### src/rtl/uart_fifo_pkg.sv
// Shared types, default widths and pointer-width helper for the UART stream FIFO.
package uart_fifo_pkg;

  typedef enum logic {
    MEM_REGS = 1'b0,
    MEM_BRAM = 1'b1
  } mem_type_e;

  localparam int unsigned DefDataWidth = 8;
  localparam int unsigned DefDepth     = 16;

  // One extra bit beyond the index distinguishes full from empty.
  function automatic int unsigned ptr_w(input int unsigned depth);
    return $clog2(depth) + 1;
  endfunction

endpackage

### src/rtl/uart_fifo_mem.sv
// 1W1R storage array for the UART stream FIFO; MEM_TYPE selects async (flops) or sync (BRAM) read.
module uart_fifo_mem
  import uart_fifo_pkg::*;
#(
  parameter int unsigned DATA_WIDTH = DefDataWidth,
  parameter int unsigned DEPTH      = DefDepth,
  parameter int unsigned MEM_TYPE   = 0
) (
  input  logic                     clk,
  input  logic                     resetn,
  input  logic                     wr_en_i,
  input  logic [$clog2(DEPTH)-1:0] wr_addr_i,
  input  logic [DATA_WIDTH-1:0]    wr_data_i,
  input  logic                     rd_en_i,
  input  logic [$clog2(DEPTH)-1:0] rd_addr_i,
  output logic [DATA_WIDTH-1:0]    rd_data_o
);

  logic [DATA_WIDTH-1:0] mem_q [DEPTH];

  // Storage is intentionally not reset.
  always_ff @(posedge clk) begin
    if (wr_en_i) begin
      mem_q[wr_addr_i] <= wr_data_i;
    end
  end

  if (MEM_TYPE == 32'(MEM_BRAM)) begin : gen_sync_read
    logic [DATA_WIDTH-1:0] rd_data_q;

    always_ff @(posedge clk) begin
      if (!resetn) begin
        rd_data_q <= '0;
      end else if (rd_en_i) begin
        rd_data_q <= mem_q[rd_addr_i];
      end
    end

    assign rd_data_o = rd_data_q;
  end else begin : gen_async_read
    logic unused_sync_read;

    assign unused_sync_read = resetn ^ rd_en_i;
    assign rd_data_o        = mem_q[rd_addr_i];
  end

endmodule

### src/rtl/uart_stream_fifo.sv
// Synchronous FIFO for the UART TX/RX paths: pointer/flag logic, standard or FWFT read, flush.
// Optional sticky overflow/underflow flags are built when UART_FIFO_ERR_EN is defined.
module uart_stream_fifo
  import uart_fifo_pkg::*;
#(
  parameter int unsigned DATA_WIDTH    = DefDataWidth,
  parameter int unsigned DEPTH         = DefDepth,
  parameter int unsigned MEM_TYPE      = 0,
  parameter int unsigned FWFT          = 0,
  parameter int unsigned AFULL_THRESH  = DEPTH - 2,
  parameter int unsigned AEMPTY_THRESH = 1
) (
  input  logic                        clk,
  input  logic                        resetn,
  input  logic                        clear_i,
  input  logic                        wr_en_i,
  input  logic [DATA_WIDTH-1:0]       wr_data_i,
  input  logic                        rd_en_i,
  output logic [DATA_WIDTH-1:0]       rd_data_o,
  output logic                        full_o,
  output logic                        empty_o,
  output logic                        almost_full_o,
  output logic                        almost_empty_o,
  output logic [$clog2(DEPTH):0]      count_o,
  output logic                        overflow_o,
  output logic                        underflow_o
);

  localparam int unsigned PW = ptr_w(DEPTH);
  localparam int unsigned AW = PW - 1;

  localparam logic [PW-1:0] DepthCnt = PW'(DEPTH);
  localparam logic [PW-1:0] AfullTh  = PW'(AFULL_THRESH);
  localparam logic [PW-1:0] AemptyTh = PW'(AEMPTY_THRESH);

  if ((DEPTH < 2) || ((DEPTH & (DEPTH - 1)) != 0)) begin : gen_depth_chk
    $error("uart_stream_fifo: DEPTH must be a power of 2 and >= 2");
  end
  if ((FWFT != 0) && (MEM_TYPE == 32'(MEM_BRAM))) begin : gen_fwft_chk
    $error("uart_stream_fifo: FWFT requires MEM_TYPE=MEM_REGS");
  end
  if ((AFULL_THRESH < 1) || (AFULL_THRESH > DEPTH) || (AEMPTY_THRESH > DEPTH - 1))
  begin : gen_thresh_chk
    $error("uart_stream_fifo: almost-full/almost-empty threshold out of range");
  end

  logic [PW-1:0] wptr_q, wptr_d;
  logic [PW-1:0] rptr_q, rptr_d;
  logic [PW-1:0] count;
  logic          full, empty;
  logic          wr_acc, rd_acc;
  logic [DATA_WIDTH-1:0] mem_rdata;

  // Status comes only from registered pointers.
  assign count = wptr_q - rptr_q;
  assign full  = (count == DepthCnt);
  assign empty = (count == '0);

  assign wr_acc = wr_en_i && !full && !clear_i;
  assign rd_acc = rd_en_i && !empty && !clear_i;

  always_comb begin
    wptr_d = wptr_q;
    rptr_d = rptr_q;
    if (clear_i) begin
      wptr_d = '0;
      rptr_d = '0;
    end else begin
      if (wr_acc) wptr_d = wptr_q + PW'(1);
      if (rd_acc) rptr_d = rptr_q + PW'(1);
    end
  end

  always_ff @(posedge clk) begin
    if (!resetn) begin
      wptr_q <= '0;
      rptr_q <= '0;
    end else begin
      wptr_q <= wptr_d;
      rptr_q <= rptr_d;
    end
  end

  uart_fifo_mem #(
    .DATA_WIDTH (DATA_WIDTH),
    .DEPTH      (DEPTH),
    .MEM_TYPE   (MEM_TYPE)
  ) u_mem (
    .clk       (clk),
    .resetn    (resetn),
    .wr_en_i   (wr_acc),
    .wr_addr_i (wptr_q[AW-1:0]),
    .wr_data_i (wr_data_i),
    .rd_en_i   (rd_acc),
    .rd_addr_i (rptr_q[AW-1:0]),
    .rd_data_o (mem_rdata)
  );

  // FWFT shows the head directly; BRAM already has a read-enabled output register.
  if ((FWFT != 0) || (MEM_TYPE == 32'(MEM_BRAM))) begin : gen_rd_direct
    assign rd_data_o = mem_rdata;
  end else begin : gen_rd_reg
    logic [DATA_WIDTH-1:0] rd_data_q, rd_data_d;

    always_comb begin
      rd_data_d = rd_data_q;
      if (rd_acc) rd_data_d = mem_rdata;
    end

    always_ff @(posedge clk) begin
      if (!resetn) begin
        rd_data_q <= '0;
      end else begin
        rd_data_q <= rd_data_d;
      end
    end

    assign rd_data_o = rd_data_q;
  end

`ifdef UART_FIFO_ERR_EN
  logic overflow_q, overflow_d;
  logic underflow_q, underflow_d;

  // A write at full that coincides with an accepted read is not flagged.
  always_comb begin
    overflow_d  = overflow_q;
    underflow_d = underflow_q;
    if (clear_i) begin
      overflow_d  = 1'b0;
      underflow_d = 1'b0;
    end else begin
      if (wr_en_i && full && !rd_acc) overflow_d = 1'b1;
      if (rd_en_i && empty) underflow_d = 1'b1;
    end
  end

  always_ff @(posedge clk) begin
    if (!resetn) begin
      overflow_q  <= 1'b0;
      underflow_q <= 1'b0;
    end else begin
      overflow_q  <= overflow_d;
      underflow_q <= underflow_d;
    end
  end

  assign overflow_o  = overflow_q;
  assign underflow_o = underflow_q;
`else
  assign overflow_o  = 1'b0;
  assign underflow_o = 1'b0;
`endif

  assign full_o         = full;
  assign empty_o        = empty;
  assign almost_full_o  = (count >= AfullTh);
  assign almost_empty_o = (count <= AemptyTh);
  assign count_o        = count;

endmodule

### config.mk
export PLATFORM = sky130hd
export DESIGN_NAME = uart_stream_fifo
export DESIGN_NICKNAME = d
export VERILOG_FILES = /design/src/rtl/uart_fifo_pkg.sv /design/src/rtl/uart_fifo_mem.sv /design/src/rtl/uart_stream_fifo.sv
export SDC_FILE = /design/constraint.sdc
export NUM_CORES = 1
export LEC_CHECK = 0
export ABC_CLOCK_PERIOD_IN_PS = 12120
export BUFFER_PORTS_ARGS = -buffer_cell sky130_fd_sc_hd__buf_2
export CORE_MARGIN = 10
export CORE_UTILIZATION = 60
export CTS_BUF_LIST = sky130_fd_sc_hd__clkbuf_2 sky130_fd_sc_hd__clkbuf_4 sky130_fd_sc_hd__clkbuf_8
export CTS_CLUSTER_SIZE = 20
export DETAILED_ROUTE_END_ITERATION = 16
export HOLD_SLACK_MARGIN = 0.05
export PLACE_DENSITY_LB_ADDON = 0.2
export SLEW_MARGIN = 20
export SYNTH_ARGS = -nofsm -noshare
export SYNTH_HDL_FRONTEND = slang
export SYNTH_HIERARCHICAL = 1
export SYNTH_SLANG_ARGS = --single-unit
### constraint.sdc
create_clock -name clk -period 12.12 [get_ports clk]
set_input_delay 2.424 -clock clk [delete_from_list [all_inputs] [get_ports clk]]
set_output_delay 2.424 -clock clk [all_outputs]
set_load 0.03 [all_outputs]
Word-level counts from Yosys, hierarchy flattened. Memory sizes are Yosys's and may differ from the RTL's. A register that Yosys moved wholly into a read port is not among the register bits. Cells that the tools add are included.

$add $sub $neg: 3. Muxes and demuxes: 2. Equal/unequal tests: 1. Bitwise operators: 1. Reductions and logical operators: 10. Magnitude comparators: 2.

Operator list (number): 5-bit by 1-bit adder with 5-bit output, second input constant (2); 5-bit equality test, second input constant (1); 5-bit by 4-bit greater-or-equal comparator with 1-bit output, second input constant (1); 5-bit by 1-bit less-or-equal comparator with 1-bit output, second input constant (1); 5-bit zero test (1); 5-bit subtractor (1); 1-bit logical AND (4); 1-bit zero test (4); 1-bit two-way mux (2); 2-bit OR reduction (1); 1-bit inverter (1).

Bits in registers: 10. Memories kept: 1. Bits of input ports: 13. RAM bits: 128. Logic and storage cells: 22.

Memories: u_mem.mem_q (depth 16, width 8, read ports 1, clocked after memory_dff 1, wr ports 1, RTL line uart_fifo_mem.sv:19) `logic [DATA_WIDTH-1:0] mem_q [DEPTH];`.

Logic depth before layout (Yosys ltp). Gate-level depths: netlist of run 1.

Word-level depth: 7. Mapped depth: 11. Depth with buffers taken out: 11.

By module. The synthesis of run 1 kept the hierarchy.

Modules (own cells, without submodules): uart_fifo_mem (area an instance 4987.3 um^2, sequential area each 3843.7 um^2, instances 1, cells each 221); uart_stream_fifo (area an instance 1133.6 um^2, sequential area each 360.3 um^2, instances 1, cells each 134).

Least setup slack after synthesis of run 1. No wires, ideal clock.

Path type: register -> output. Start point: reg wptr_q[0]. End point: out almost_empty_o. Path slack: 6.644 ns. Data arrival time: 3.052 ns. Cell stages (with the launch flop): 9. Path buffers: 0. Cell sequence: dfxtp_1 > inv_1 > ha_1 > fa_1 > nand2b_1 > a21oi_1 > xor2_2 > inv_2 > nor4_1.

Longest elaborated chain between the ends: 2.

Ends and longest elaborated chain: from (decl) (RTL line uart_stream_fifo.sv:47) `logic [PW-1:0] wptr_q, wptr_d;`; from (signal assigned) (RTL line uart_stream_fifo.sv:79) `wptr_q <= wptr_d;`; 5-bit subtractor (RTL line uart_stream_fifo.sv:55) `assign count = wptr_q - rptr_q;`; net count_o[4] (RTL line uart_stream_fifo.sv:24) `output logic [$clog2(DEPTH):0] count_o,`; 5-bit by 1-bit less-or-equal comparator with 1-bit output (RTL line uart_stream_fifo.sv:158) `assign almost_empty_o = (count <= AemptyTh);`; to (decl) (RTL line uart_stream_fifo.sv:23) `output logic almost_empty_o,`.

The timed path passes the listed nets, and every way through them passes these cells.

Worst setup path in the final report of run 1.
Start point: reg rptr_q[0]. End point: out almost_empty_o.

Longest elaborated chain between the ends: 2.

Ends and longest elaborated chain: from (decl) (RTL line uart_stream_fifo.sv:48) `logic [PW-1:0] rptr_q, rptr_d;`; from (signal assigned) (RTL line uart_stream_fifo.sv:80) `rptr_q <= rptr_d;`; 5-bit subtractor (RTL line uart_stream_fifo.sv:55); 5-bit by 1-bit less-or-equal comparator with 1-bit output (RTL line uart_stream_fifo.sv:158).

No other way between the ends.

==> results of run 1 <==
[cells in the mapped netlist, types with 2 or more instances]
master             n  area share (%)
nor3_1             6            0.49
clkdlybuf4s25_2    3            0.49
buf_4              3            0.37
xor2_2             2            0.53
clkbuf_1           3            0.18
buf_2              4            0.33
mux4_1            14             6.0
ha_1               6             1.2
inv_1              8            0.49
nor2_1            15            0.92
dfxtp_1           18             5.9
edfxtp_1         128              63
mux4_2            18             6.6
a22oi_1           16             2.0
and2b_1            2            0.25
buf_6              4            0.74
mux2i_1           18             2.9
nand4_1            5            0.51
nand2b_1           9            0.92
nand3_1            2            0.16
xor2_1             2            0.29
a21oi_1            8            0.65
nor2b_1            3            0.31
nand2_1           43             2.6
nand3b_1           2            0.25
[worst register-to-register path: stages, from the launching register on]
cell and delay, ns:
dfxtp_2 0.32, buf_4 0.31, ha_1 0.34, fa_1 0.43, nand2b_1 0.17, a21oi_1 0.21
xor2_2 0.33, inv_2 0.15, a21boi_2 0.24, and2b_1 0.23, or3b_2 0.51, nor2_1 0.67
[logic make-up (layout without fill, tap and decap cells)]
logic type                 after synthesis  count (layout)  synth area share, %
other                                    1               2               0.0613
muxes                                   51              51                 15.9
AOI/OAI and AO/OA                       29              29                 3.35
adders and majority gates                7               7                 1.55
DFF                                    146             146                 68.7
and+or+nand+nor                         91              91                 6.93
buffers and inverters                   26              76                 2.66
xor gates and xnor gates                 4               4                0.818
[stage by stage]
stage | hold slack, ns | total power, µW | instance area [µm²] | cells | setup WS, ns
2_1_floorplan | 0.454 | 619 | 6120 | 356 | 6.64
3_3_place_gp | 0.439 | 638 | 6360 | 507 | 7.01
3_5_place_dp | 0.451 | 640 | 6360 | 507 | 6.95
4_1_cts | 0.465 | 1010 | 6750 | 539 | 6.46
5_1_grt | 0.488 | 1030 | 6750 | 539 | 6.25
6_report | 0.458 | 997 | 6750 | 539 | 6.51
[layout make-up]
class | count | area [µm²] | share of cell area [%]
flip-flops and latches | 146 | 4210 | 62.3
multi-input cells | 184 | 1760 | 26.1
inverters | 9 | 33.8 | 0.501
well taps | 133 | 166 | 2.47
clock inverters | 15 | 155 | 2.30
clock buffers | 17 | 234 | 3.47
repair buffers | 35 | 190 | 2.82
[routing by layer]
metal  track usage, %  vias up
met4             5.43        0
li1                 -     1470
met5                0        -
met2             26.6      107
met1             22.0     1675
met3             4.33        5
[how the worst max path moves through the flow]
stage,endpoint,cells past startpoint
2_1_floorplan,almost_empty_o,8
3_3_place_gp,almost_empty_o,9
3_5_place_dp,almost_empty_o,9
4_1_cts,almost_empty_o,9
5_1_grt,almost_empty_o,9
6_report,almost_empty_o,9
[power breakdown]
part / internal, µW / total (µW) / switching [µW] / leakage, µW
clock: 185 / 369 / 184 / 0.000198
sequential: 550 / 552 / 2.20 / 0.00130
combinational: 27.4 / 76.6 / 49.2 / 0.000768
total: 762 / 997 / 236 / 0.00226
[sequential cells by signal (all words and copies together), names as in the netlist]
name and count:
rd_data_o 8, u_mem/mem_q 128, wptr_q 5, rptr_q 5
[placed cells by master, fill, tap and decap left out, types with 3 or more instances in the layout]
| cell type | count |
|---|---|
| edfxtp_1 | 128 |
| nand2_1 | 43 |
| buf_2 | 29 |
| mux2i_1 | 18 |
| mux4_2 | 18 |
| clkbuf_8 | 17 |
| dfxtp_1 | 17 |
| a22oi_1 | 16 |
| nor2_1 | 15 |
| mux4_1 | 14 |
| nand2b_1 | 9 |
| a21oi_1 | 8 |
| inv_1 | 8 |
| ha_1 | 6 |
| buf_4 | 6 |
| nand4_1 | 5 |
| nor3_1 | 5 |
| clkinv_4 | 5 |
| inv_6 | 4 |
| nor2b_1 | 3 |
| clkinv_1 | 3 |
==> results.py, run 1 <==
metrics = {
    "outcome": {
        "status": "complete, no violations",
    },
    "critical_path": {
        "worstSetupStartpoint": "rptr_q[0]",
        "path_buf_inv": 3,
        "cp_cell_sequence": "buf_4 -> ha_1 -> fa_1 -> nand2b_1 -> a21oi_1 -> xor2_2 -> inv_2 -> nor4_1 -> buf_2",
        "slowest_stage": "fa_1",
        "endpoint_kind": "primary output",
        "startpoint_type": "flip-flop",
        "r2r_end": "u_mem/mem_q[3][1]",
        "cp_top_family": "adder cells",
        "cp_max_fo": 37,
        "cp.arrival_ns": 3.19,
        "crit_path_max_incr_delay_ns": 0.43,
        "worstRegToRegCells": 11,
        "crit_required_ns": 9.70,
        "r2r-start": "rptr_q[0]",
        "reg2reg_slack_ns": 7.85,
        "crit_type": "flip-flop to primary output",
    },
    "yosys": {
        "ys_ff_latch": 146,
        "ys_types": 38,
        "netlist_area_mm2": 0.00612,
        "yosys_most_used_dff": "edfxtp_1",
        "syn_inst": 355,
        "syn_area_per_cell_um2": 17.2,
        "yosys_warnings": 6,
        "async_flop_share_pct": 0,
        "synth_edf_count": 128,
        "yosysSeqAreaShare_pct": 68.7,
    },
    "worst_hold_path": {
        "holdCritPathClass": "flip-flop to flip-flop",
        "holdPathStages": 2,
        "min_to": "rd_data_o[1]",
        "worstHoldStart": "rd_data_o[1]",
    },
    "place": {
        "port_buffers": 29,
        "gp_congestion": 0.805,
        "hpwl_um": 7450,
    },
    "clock_tree": {
        "cts.sinks": 146,
        "cts_tree": "built",
        "cts_resized": 0,
        "htreeDepth": 4,
        "ctsHoldBuffers": 0,
        "clk_pin_slew_ns": 0.08,
        "cts_buffer_depth": 2,
        "clock_latency_ns": 0.43,
        "cts_setup_buffers": 0,
        "cts_buffers": 17,
        "cts-root-buf": "clkbuf_8",
    },
    "route": {
        "vias": 3257,
        "wl_met3_um": 711,
        "route.met2.wl_um": 5840,
        "viasPerCell": 6.04,
        "ant_nets": 0,
        "wirelength_met1_um": 5250,
        "drt-pass1-iter-count": 7,
        "route.detailed.drc": 0,
        "routed_wl_um": 11900,
        "wl_per_cell_um": 22.0,
        "drt-initial-drc-count": 390,
        "highest_layer": "met4",
    },
    "global_routing": {
        "antenna_found_initial": 0,
        "grt_max_degree": 38,
        "grt_overflow": 0,
        "grtUsageTotal_pct": 16.7,
        "grt_pass1_wl_um": 18300,
        "grt_pass1_vias": 3205,
    },
    "sta": {
        "worst_pin_slew_ns": 0.964,
        "setup_violations": 0,
        "max_freq_mhz": 178,
        "finClkSkew_ns": 0.0127,
        "final_max_slew_viol_count": 0,
        "finalCritPeriodShare_pct": 46.3,
        "grt_setup_unrepaired": "no",
        "relSlewSlack_pct": 35.5,
        "final.setup.tns_ns": 0,
        "hold_viol": 0,
        "finalCriticalPeriod_ns": 5.61,
    },
    "layout": {
        "n_antenna_cell": 0,
        "postLayoutCoreUtil_pct": 68.4,
        "nFillCells": 672,
        "nNetsFinal": 413,
        "area_growth_syn_to_layout_pct": 10.2,
        "drive_above_1_share_pct": 22.9,
    },
    "floorplanning": {
        "coreArea_mm2": 0.00986,
        "dieHeight_um": 121,
        "rows": 36,
        "dieArea_mm2": 0.0146,
        "fp.dieW_um": 121,
        "io_pins": 32,
        "floorplan.initialDensity_pct": 62.0,
    },
    "run": {
        "maxCapViolations": 0,
    },
    "pwr": {
        "power.density_mw_per_mm2": 148,
        "peakVddDrop_mv": 0.104,
        "power.leakage_uw": 0.00226,
    },
}
(Power assumes the default switching activity.)
==> run 2, diff against run 1 <==
ABC_CLOCK_PERIOD_IN_PS = 5800   (was 12120)
clock period = 5.8 ns   (was 12.12 ns; I/O delays follow)
==> results.py, run 2 (synthesis gave the netlist of run 1 again) <==
metrics = {
    "outcome": {
        "status": "complete, no violations",
    },
    "layout": {
        "fin_area_mm2": 0.00679,
        "nFillCells": 653,
        "nNetsFinal": 410,
        "area_growth_syn_to_layout_pct": 10.9,
        "final_cell_mix": "edfxtp_1 (128), nand2_1 (43), buf_2 (29)",
        "drive_above_1_share_pct": 23.8,
        "largest_reg_flops": 128,
        "postLayoutCoreUtil_pct": 68.8,
        "final_common_cell": "edfxtp_1",
        "n_antenna_cell": 0,
        "largest-register": "u_mem/mem_q",
    },
    "route": {
        "drt-initial-drc-count": 347,
        "drt-pass1-iter-count": 4,
        "route.detailed.drc": 0,
        "vias": 3210,
        "wl_per_cell_um": 23.6,
        "ant_nets": 0,
        "routed_wl_um": 12700,
        "viasPerCell": 5.99,
    },
    "global_routing": {
        "grtUsageTotal_pct": 18.0,
        "grt_overflow": 0,
        "antenna_found_initial": 0,
        "grt_max_degree": 37,
        "grt_pass1_wl_um": 19100,
        "grt_pass1_vias": 3212,
    },
    "run": {
        "maxCapViolations": 0,
    },
    "sta": {
        "final.setup.tns_ns": 0,
        "final_max_slew_viol_count": 0,
        "grt_setup_unrepaired": "no",
        "worst_pin_slew_ns": 0.873,
        "finClkSkew_ns": 0.0132,
        "relSlewSlack_pct": 41.6,
        "hold_viol": 0,
        "setup_violations": 0,
        "max_freq_mhz": 226,
        "finalCriticalPeriod_ns": 4.43,
        "finalCritPeriodShare_pct": 76.4,
    },
    "place": {
        "hpwl_um": 8180,
        "gp_congestion": 0.852,
        "dpl-instance-area_mm2": 0.00633,
        "port_buffers": 29,
    },
    "clock_tree": {
        "cts_setup_buffers": 0,
        "clock_latency_ns": 0.44,
        "htreeDepth": 4,
        "cts_resized": 0,
        "cts_tree": "built",
        "cts_buffers": 17,
        "cts.sinks": 146,
        "ctsHoldBuffers": 0,
        "cts-root-buf": "clkbuf_8",
        "clk_pin_slew_ns": 0.08,
        "cts_buffer_depth": 2,
    },
    "critical_path": {
        "startpoint_type": "flip-flop",
        "path_buf_inv": 3,
        "cp.arrival_ns": 3.27,
        "endpoint_kind": "primary output",
        "slowest_stage": "dfxtp_1",
        "cp.depth": 9,
        "cp_top_family": "adder cells",
        "crit_required_ns": 4.64,
        "crit_type": "flip-flop to primary output",
        "crit_path_max_incr_delay_ns": 0.61,
        "cp_max_fo": 11,
        "cp_cell_sequence": "inv_1 -> ha_1 -> fa_1 -> nand2b_1 -> a21oi_1 -> xor2_2 -> inv_2 -> nor4_1 -> buf_2",
        "worstRegToRegCells": 11,
    },
    "floorplanning": {
        "io_pins": 32,
        "fp.dieW_um": 121,
        "floorplan.initialDensity_pct": 62.0,
        "coreArea_mm2": 0.00986,
        "dieHeight_um": 121,
        "dieArea_mm2": 0.0146,
        "rows": 36,
    },
    "pwr": {
        "power.density_mw_per_mm2": 321,
        "power.leakage_uw": 0.00228,
        "peakVddDrop_mv": 0.217,
    },
    "worst_hold_path": {
        "holdCritPathClass": "flip-flop to flip-flop",
        "holdPathStages": 2,
    },
}
-- run 2: final cells by class --
| cell class | count | area, µm² | share of cell area (%) |
|---|---|---|---|
| Sequential cell | 146 | 4210 | 61.9 |
| Inverter | 9 | 33.8 | 0.498 |
| Multi-Input combinational cell | 184 | 1780 | 26.2 |
| Clock inverter | 12 | 184 | 2.71 |
| Timing Repair Buffer | 32 | 168 | 2.47 |
| Tap cell | 133 | 166 | 2.45 |
| Clock buffer | 20 | 256 | 3.78 |
-- run 2: layer usage --
layer,global-route usage (%),part of all wire [%]
met1,23.7,40
met5,0,0
met3,4.47,7.5
met4,6.11,1.3
met2,28.6,51
-- run 2: worst reg2reg max path, cell delays in order (launching register included) --
cell and delay, ns:
dfxtp_1 0.61, inv_1 0.13, ha_1 0.26, fa_1 0.43, nand2b_1 0.17, a21oi_1 0.21, xor2_2 0.34, inv_2 0.16
a21boi_2 0.23, and2b_1 0.24, or3b_2 0.51, nor2_1 0.59
-- run 2: power breakdown --
group	leakage, µW	internal (µW)	switching (µW)
clock	0.000217	485	375
sequential	0.00130	1150	5.17
combinational	0.000761	57.1	108
total	0.00228	1690	488
-- run 2: path summary, 6_finish.rpt --
path / from / end / slack (ns)
setup / recovery: wptr_q[0] / almost_empty_o / 1.37
hold / removal: rd_data_o[4] / rd_data_o[4] / 0.46
setup reg to reg: wptr_q[0] / u_mem/mem_q[2][3] / 1.55
hold reg to reg: rd_data_o[4] / rd_data_o[4] / 0.46
-- run 2: per-stage QoR --
step	hold WS (ns)	std cells	setup WS, ns	power, µW
floorplan	0.454	356	1.59	1290
global placement	0.440	504	1.80	1340
detailed placement	0.453	504	1.61	1340
CTS	0.465	536	1.41	2190
global route	0.489	536	1.06	2250
finish	0.462	536	1.37	2180
==> run 3, diff against run 2 <==
ABC_CLOCK_PERIOD_IN_PS = 4300   (was 5800)
clock period = 4.3 ns   (was 5.8 ns; I/O delays follow)
==> results.py, run 3 (synthesis gave the netlist of run 1 again) <==
metrics = {
    "outcome": {
        "status": "complete, no violations",
    },
    "global_routing": {
        "grt_pass1_vias": 3300,
        "antenna_found_initial": 0,
        "grt_pass1_wl_um": 19200,
        "use_met1_pct": 23.1,
        "grt_max_degree": 37,
        "grt_overflow": 0,
        "gr-usage-met3_pct": 3.72,
        "gr-usage-met2_pct": 28.4,
        "grtUsageTotal_pct": 17.6,
        "grt-busiest-layer": "met2",
    },
    "sta": {
        "relSlewSlack_pct": 50.0,
        "max_freq_mhz": 251,
        "setup_violations": 0,
        "final_max_slew_viol_count": 0,
        "final.setup.tns_ns": 0,
        "worst_pin_slew_ns": 0.746,
        "finalCritPeriodShare_pct": 92.7,
        "finClkSkew_ns": 0.0180,
        "grt_setup_unrepaired": "no",
        "hold_viol": 0,
        "holdWs_ns": 0.459,
        "final.setup.worst_slack_ns": 0.314,
        "finalCriticalPeriod_ns": 3.99,
    },
    "route": {
        "vias": 3249,
        "drt-pass1-iter-count": 4,
        "routed_wl_um": 12300,
        "wl_per_cell_um": 22.4,
        "drt-initial-drc-count": 260,
        "route.detailed.drc": 0,
        "ant_nets": 0,
        "viasPerCell": 5.93,
    },
    "layout": {
        "largest_reg_flops": 128,
        "fin_cells": 548,
        "final_cell_mix": "edfxtp_1 (128), nand2_1 (43), buf_2 (29)",
        "postLayoutCoreUtil_pct": 69.4,
        "nNetsFinal": 424,
        "largest-register": "u_mem/mem_q",
        "area_growth_syn_to_layout_pct": 11.8,
        "n_antenna_cell": 0,
        "drive_above_1_share_pct": 25.5,
        "final_common_cell": "edfxtp_1",
    },
    "critical_path": {
        "crit_required_ns": 3.44,
        "cp_cell_sequence": "inv_1 -> ha_1 -> fa_1 -> nand2b_1 -> a21oi_1 -> xor2_2 -> inv_2 -> nor4_1 -> buf_2",
        "cp_top_family": "adder cells",
        "endpoint_kind": "primary output",
        "cp.arrival_ns": 3.13,
        "crit_path_max_incr_delay_ns": 0.53,
        "cp_max_fo": 11,
        "crit_type": "flip-flop to primary output",
        "slowest_stage": "dfxtp_1",
        "startpoint_type": "flip-flop",
        "path_buf_inv": 3,
    },
    "floorplanning": {
        "dieArea_mm2": 0.0146,
        "io_pins": 32,
        "floorplan.initialDensity_pct": 62.0,
        "fp.dieW_um": 121,
        "dieHeight_um": 121,
        "coreArea_mm2": 0.00986,
        "rows": 36,
    },
    "clock_tree": {
        "cts-root-buf": "clkbuf_8",
        "htreeDepth": 4,
        "cts.sinks": 146,
        "cts_buffer_depth": 2,
        "clk_pin_slew_ns": 0.09,
        "cts_buffers": 17,
        "cts_tree": "built",
        "clock_latency_ns": 0.43,
    },
    "place": {
        "dp.cells": 518,
        "gp_congestion": 0.822,
        "hpwl_um": 7880,
        "post-place-ws_ns": 0.263,
        "port_buffers": 29,
    },
    "pwr": {
        "peakVddDrop_mv": 0.339,
        "power.leakage_uw": 0.00232,
        "seq_power_share_pct": 54.5,
        "pwr-share-clk_pct": 37.9,
        "p_int_uw": 2210,
        "power.density_mw_per_mm2": 418,
        "switching_share_pct": 22.8,
        "combPwrFrac_pct": 7.7,
        "switchingPower_uw": 650,
    },
    "worst_hold_path": {
        "holdCritPathClass": "flip-flop to flip-flop",
    },
    "run": {
        "maxCapViolations": 0,
    },
}
==> run 3: cell count changes in the layout (fill, tap and decap cells not counted), sizes merged <==
cell and change:
inv +3, clkinv -2, buf +14, bufinv -1, clkbuf -2
==> run 3: power by group through the flow <==
stage,registers [µW],clock network (µW),logic [µW]
CTS,1560,1100,220
detailed placement,1590,0,219
finish,1560,1080,219
global placement,1590,0,215
global route,1560,1160,236
floorplan,1600,0,147
==> run 3: metal layers <==
metal | wire length (µm) | vias to the layer above
met4 | 118 | 0
met5 | 0 | -
li1 | - | 1478
met2 | 6330 | 111
met1 | 4960 | 1649
met3 | 870 | 11
==> run 3: cell type report <==
class | instances | area, µm²
sequential | 146 | 4210
fill | 667 | 3020
multi-input combinational | 184 | 1760
timing repair buffer | 46 | 273
clock buffer | 18 | 241
tap | 133 | 166
clock inverter | 12 | 159
inverter | 9 | 33.8
==> run 3: worst register-to-register path: cells and delay by family, from the launching register on <==
kind,cells,cell delay [ns]
and+or+nand+nor,4,1.28
xor gates and xnor gates,1,0.33
buffers and inverters,2,0.26
adders and majority gates,2,0.68
DFF,1,0.53
AOI/OAI and AO/OA,2,0.43
==> run 3: timing repair <==
action                                  CTS  global route
setup buffers                             0             0
hold buffers                              0             0
endpoints found under the setup margin    0             8
gates resized for setup                   0             1
==> run 3: path summary, 6_finish.rpt <==
path | from | end | slack [ns] | cells after the start
setup reg to reg | wptr_q[0] | u_mem/mem_q[3][7] | 0.42 | 11
hold / removal | rd_data_o[7] | rd_data_o[7] | 0.46 | 2
hold reg to reg | rd_data_o[7] | rd_data_o[7] | 0.46 | 2
setup / recovery | wptr_q[0] | almost_empty_o | 0.31 | 9
==> run 3: per-stage QoR <==
| step | area (µm²) | total power (µW) |
|---|---|---|
| floorplan | 6120 | 1750 |
| global placement | 6440 | 1800 |
| detailed placement | 6440 | 1810 |
| CTS | 6840 | 2880 |
| global route | 6840 | 2950 |
| finish | 6840 | 2860 |
